$ cat config.mk
export PLATFORM = sky130hd
export DESIGN_NAME = tlb
export DESIGN_NICKNAME = d
export VERILOG_FILES = /design/src/rtl/tlb_pkg.sv /design/src/rtl/tlb_match.sv /design/src/rtl/tlb.sv
export SDC_FILE = /design/constraint.sdc
export NUM_CORES = 2
export LEC_CHECK = 0
export ABC_AREA = 0
export BUFFER_PORTS_ARGS = -buffer_cell sky130_fd_sc_hd__buf_2
export CAP_MARGIN = 20
export CORE_AREA = 2 2 449 451
export DETAILED_ROUTE_END_ITERATION = 8
export DIE_AREA = 0 0 451 453
export GPL_ROUTABILITY_DRIVEN = 0
export SLEW_MARGIN = 30
export SYNTH_ARGS = -nofsm -noshare
export SYNTH_HDL_FRONTEND = slang
export SYNTH_SLANG_ARGS = --single-unit
$ cat constraint.sdc
create_clock -name clk -period 13 [get_ports clk]
set_clock_uncertainty 0.05 [all_clocks]
set_input_delay 1.95 -clock clk [delete_from_list [all_inputs] [get_ports clk]]
set_output_delay 1.95 -clock clk [all_outputs]
set_load 0.05 [all_outputs]
$ cat src/rtl/tlb_pkg.sv
// Shared TLB sizing, field widths and the stored entry layout.
package tlb_pkg;
  localparam int TLBNUM = 16;
  localparam int IDXW   = 4;
  localparam int VPN2_W = 19;
  localparam int ASID_W = 8;
  localparam int PFN_W  = 20;
  localparam int C_W    = 3;

  typedef struct packed {
    logic [VPN2_W-1:0] vpn2;
    logic [ASID_W-1:0] asid;
    logic              g;
    logic [PFN_W-1:0]  pfn0;
    logic [C_W-1:0]    c0;
    logic              d0;
    logic              v0;
    logic [PFN_W-1:0]  pfn1;
    logic [C_W-1:0]    c1;
    logic              d1;
    logic              v1;
  } tlb_entry_t;
endpackage

$ cat src/rtl/tlb_match.sv
// One search port: per-entry tag compare, lowest-index priority pick, page select.
module tlb_match
  import tlb_pkg::*;
(
  input  tlb_entry_t [TLBNUM-1:0] entries,
  input  logic [VPN2_W-1:0]       vpn2,
  input  logic                    odd_page,
  input  logic [ASID_W-1:0]       asid,
  output logic                    found,
  output logic [IDXW-1:0]         index,
  output logic [PFN_W-1:0]        pfn,
  output logic [C_W-1:0]          c,
  output logic                    d,
  output logic                    v
);
  logic [TLBNUM-1:0] match;
  tlb_entry_t        hit;

  always_comb begin
    for (int i = 0; i < TLBNUM; i++) begin
      match[i] = (entries[i].vpn2 == vpn2) &&
                 (entries[i].g || (entries[i].asid == asid));
    end
  end

  // Scan from the top so the lowest matching index is the last one assigned.
  always_comb begin
    found = 1'b0;
    index = '0;
    for (int i = TLBNUM - 1; i >= 0; i--) begin
      if (match[i]) begin
        found = 1'b1;
        index = IDXW'(i);
      end
    end
  end

  assign hit = entries[index];

  always_comb begin
    pfn = '0;
    c   = '0;
    d   = 1'b0;
    v   = 1'b0;
    if (found) begin
      if (odd_page) begin
        pfn = hit.pfn1;
        c   = hit.c1;
        d   = hit.d1;
        v   = hit.v1;
      end else begin
        pfn = hit.pfn0;
        c   = hit.c0;
        d   = hit.d0;
        v   = hit.v0;
      end
    end
  end
endmodule

$ cat src/rtl/tlb.sv
// 16-entry fully associative joint TLB: two search ports, one write port, one read port.
module tlb
  import tlb_pkg::*;
(
  input  logic              clk,
  input  logic              resetn,

  input  logic [VPN2_W-1:0] s0_vpn2,
  input  logic              s0_odd_page,
  input  logic [ASID_W-1:0] s0_asid,
  output logic              s0_found,
  output logic [IDXW-1:0]   s0_index,
  output logic [PFN_W-1:0]  s0_pfn,
  output logic [C_W-1:0]    s0_c,
  output logic              s0_d,
  output logic              s0_v,

  input  logic [VPN2_W-1:0] s1_vpn2,
  input  logic              s1_odd_page,
  input  logic [ASID_W-1:0] s1_asid,
  output logic              s1_found,
  output logic [IDXW-1:0]   s1_index,
  output logic [PFN_W-1:0]  s1_pfn,
  output logic [C_W-1:0]    s1_c,
  output logic              s1_d,
  output logic              s1_v,

  input  logic              we,
  input  logic [IDXW-1:0]   w_index,
  input  logic [VPN2_W-1:0] w_vpn2,
  input  logic [ASID_W-1:0] w_asid,
  input  logic              w_g,
  input  logic [PFN_W-1:0]  w_pfn0,
  input  logic [C_W-1:0]    w_c0,
  input  logic              w_d0,
  input  logic              w_v0,
  input  logic [PFN_W-1:0]  w_pfn1,
  input  logic [C_W-1:0]    w_c1,
  input  logic              w_d1,
  input  logic              w_v1,

  input  logic [IDXW-1:0]   r_index,
  output logic [VPN2_W-1:0] r_vpn2,
  output logic [ASID_W-1:0] r_asid,
  output logic              r_g,
  output logic [PFN_W-1:0]  r_pfn0,
  output logic [C_W-1:0]    r_c0,
  output logic              r_d0,
  output logic              r_v0,
  output logic [PFN_W-1:0]  r_pfn1,
  output logic [C_W-1:0]    r_c1,
  output logic              r_d1,
  output logic              r_v1
);
  tlb_entry_t [TLBNUM-1:0] entries;
  tlb_entry_t              r_e;

  always_ff @(posedge clk or negedge resetn) begin
    if (!resetn) begin
      entries <= '0;
    end else if (we) begin
      entries[w_index] <= '{vpn2: w_vpn2, asid: w_asid, g: w_g,
                            pfn0: w_pfn0, c0: w_c0, d0: w_d0, v0: w_v0,
                            pfn1: w_pfn1, c1: w_c1, d1: w_d1, v1: w_v1};
    end
  end

  assign r_e    = entries[r_index];
  assign r_vpn2 = r_e.vpn2;
  assign r_asid = r_e.asid;
  assign r_g    = r_e.g;
  assign r_pfn0 = r_e.pfn0;
  assign r_c0   = r_e.c0;
  assign r_d0   = r_e.d0;
  assign r_v0   = r_e.v0;
  assign r_pfn1 = r_e.pfn1;
  assign r_c1   = r_e.c1;
  assign r_d1   = r_e.d1;
  assign r_v1   = r_e.v1;

  tlb_match u_s0 (
    .entries  (entries),
    .vpn2     (s0_vpn2),
    .odd_page (s0_odd_page),
    .asid     (s0_asid),
    .found    (s0_found),
    .index    (s0_index),
    .pfn      (s0_pfn),
    .c        (s0_c),
    .d        (s0_d),
    .v        (s0_v)
  );

  tlb_match u_s1 (
    .entries  (entries),
    .vpn2     (s1_vpn2),
    .odd_page (s1_odd_page),
    .asid     (s1_asid),
    .found    (s1_found),
    .index    (s1_index),
    .pfn      (s1_pfn),
    .c        (s1_c),
    .d        (s1_d),
    .v        (s1_v)
  );
endmodule

==> run summary <==
Synth Area in Adders = 0%
Resized cells post-CTS = 0
Num CTS Buffers = 148
area post-placement = 82,800 µm²
DR vias/cell = 6.62
Final Max Slew Viols = 0
FF-to-FF path depth = 1
number of synthesized register bits = 1,248
Critical Path Slowest Stage Cell = nor3_1
Hold Slack = 0.499 ns
Die Wd = 451 µm
Die Area = 204,000 µm²
R2R setup slack = 11.89 ns
ys flop type = dfrtp_1
mux share of post-synthesis cell area = 31.8%
area share of the largest cell type after synthesis = 39.3%
critical path peak fanout = 18
XOR/XNOR Fraction of Synth Area = 9.52%
Port Buffers = 282
Post-route DRC = 0
Pre-Repair DR Iteration Count = 7
post-layout util = 44.2%
CTS tree = built
Final Critical Period = 11.11 ns
CTS Root Cell = clkbuf_16
Worst-Skew Late Latency = 0.82 ns
CP Capture Point = s1_pfn[17]
routed len/inst = 33.9 µm
core area = 199,000 µm²
largest family of logic cells by synthesized area = multiplexers
share of cells above drive strength 1 = 33.4%
overall global routing resource usage = 31.7%
DP HPWL = 203,000 µm
Post-Route WL = 330,000 µm
Std-Cell Rows = 164
sequential share of the synthesized area = 39.3%
Mapped Area = 79,500 µm²
max FFs per register = 1,248
Die Height = 453 µm
Final Cycle Share = 85.4%
TNS Setup = 0 ns
RSZ-0062 raised after global routing = no
Critical R2R Capture = entries[224]
final setup violation count = 0
Hold-fix buffers, CTS = 0
Max IR drop VDD = 0.143 mV
Slew @ Worst Pin = 1.15 ns
HP Class = register to register
vias post-DR = 64.5k
P_leak = 35.5 nW
post-synth cell types = 70
ANT nets after route = 0
Top reg by flops = entries
max incr delay on CP = 0.97 ns
first-pass GRT wire length = 470,000 µm
syn nets = 7,185
post-synthesis compound-gate area fraction = 5.83%
FF-to-FF Start = entries[224]
Worst Path Required = 11.00 ns
Post-Synth Simple-Gate Area = 9.85%
Max transition margin = 22.7%
number of global-route vias before repair = 62.8k
Fmax = 0.0900 GHz
Cells after Synth = 7,040
Yosys top cell by area = dfrtp_1
CP endpoint kind = output pin
pwr/cell area = 160 nW/µm²
Cell Chain, Critical Path = buf_2 > xor2_1 > nor4_1 > nand4_1 > nor3_1 > nor2_1 > a311oi_1 > nand2b_2 > buf_4 > inv_1 > a41oi_1 > nand4_1 > a211oi_1 > buf_2
# Post-CTS Setup Buffers = 0
# nets final = 7,084
Syn Area/Cell = 11.3 µm²
initial antenna violation count = 63
Critical Path Source Type = primary input
Final Hold Fails = 0
clock slew at reported path FFs = 0.06 ns
First DRT Iteration DRCs = 8,609
Max Root-Sink Buffers = 3
I/O pin cnt = 283
pin count of the biggest net entering global routing = 184
top flop regs = entries: 1248 flops
Max Cap Violations = 0
H-tree lvl count = 4
Hold Crit Start = entries[180]
post-route cell area = 88,100 µm²
Arr. time, crit path = 9.11 ns
starting density of the core = 39.9%
Post-synth EDFFs = 0
Ys Warns = 0
async set-reset flop share out of synthesis = 100%
run status = completed
CP Launch Point = s1_vpn2[16]
synth top area cells = dfrtp_1 39%, mux2_2 18%, mux4_2 11%, xor2_1 8.5%, nand2_1 4.6%
clock sinks = 1,248
total congestion overflow = 0
area grow syn2layout = 10.8%
Crit Path Class = primary input to output pin
-- where the power goes --
group | switching, mW | internal, mW | total, mW
Clock | 1.79 | 2.52 | 4.32
Combinational | 1.82 | 1.81 | 3.63
Sequential | 1.33 | 4.79 | 6.12
-- cells in the mapped netlist (all sizes together), types with 89 or more instances --
cell type  instances
buf              314
dfrtp           1248
nand3            188
xor2             768
nand2            979
mux2i            242
mux4             390
mux2            1251
xnor2             96
nor2             229
clkbuf           336
o211ai            89
a31oi            115
nor4             254
a32oi            211
-- cells by family (layout without fill, tap and decap cells) --
logic type             after synthesis  count (layout)
AO/OA/AOI/OAI                      618             618
XOR/XNOR                           864             864
buffers and inverters              659             668
flip-flops                        1248            1248
multiplexers                      1883            1883
other                                0              25
AND/OR/NAND/NOR                   1768            1768
-- critical path: cells and delay by family --
family | cells | cell delay, ns
buf+inv | 4 | 1.71
simple gates | 6 | 3.29
compound gates | 3 | 1.82
xor+xnor | 1 | 0.28
-- stage by stage --
stage	total power, mW	instances	setup WS (ns)
global route	14.6	9716	2.27
detailed placement	9.65	9441	2.69
floorplan	8.28	7040	3.56
CTS	14.0	9701	2.64
global placement	9.53	9440	2.72
finish	14.1	9730	1.89
-- layout make-up --
class                   instances  area [µm²]
fillers                     18400      111000
multi-input cells            5133       45800
flip-flops and latches       1248       31200
clock buffers                 208        4240
well taps                    2656        3320
repair buffers                399        2620
clock inverters                52         739
diodes                         25        62.6
inverters                       9        57.6
-- cell usage in the layout (no fill, tap or decap), types with 96 or more instances in the layout --
cell type	n
nor4_1	234
mux4_2	390
clkbuf_16	151
a32oi_1	211
a31oi_1	114
dfrtp_1	1248
buf_2	277
nand2_1	976
xor2_1	767
mux2_2	1251
mux2i_1	242
xnor2_1	96
nand3_1	188
nor2_1	206
-- routing by layer --
| layer | GRT usage [%] | part of all wire [%] |
|---|---|---|
| met2 | 45.9 | 43 |
| met1 | 40.7 | 38 |
| met4 | 21.3 | 8.0 |
| met3 | 9.62 | 11 |
| met5 | 0 | 0.065 |
-- how the worst min path moves through the flow --
stage | cells after the start | endpoint
global route | 1 | entries[1128]
finish | 1 | entries[180]
CTS | 1 | entries[180]
global placement | 1 | entries[355]
detailed placement | 1 | entries[180]
floorplan | 1 | entries[156]
Note: power is estimated with default switching activity, not from simulation.
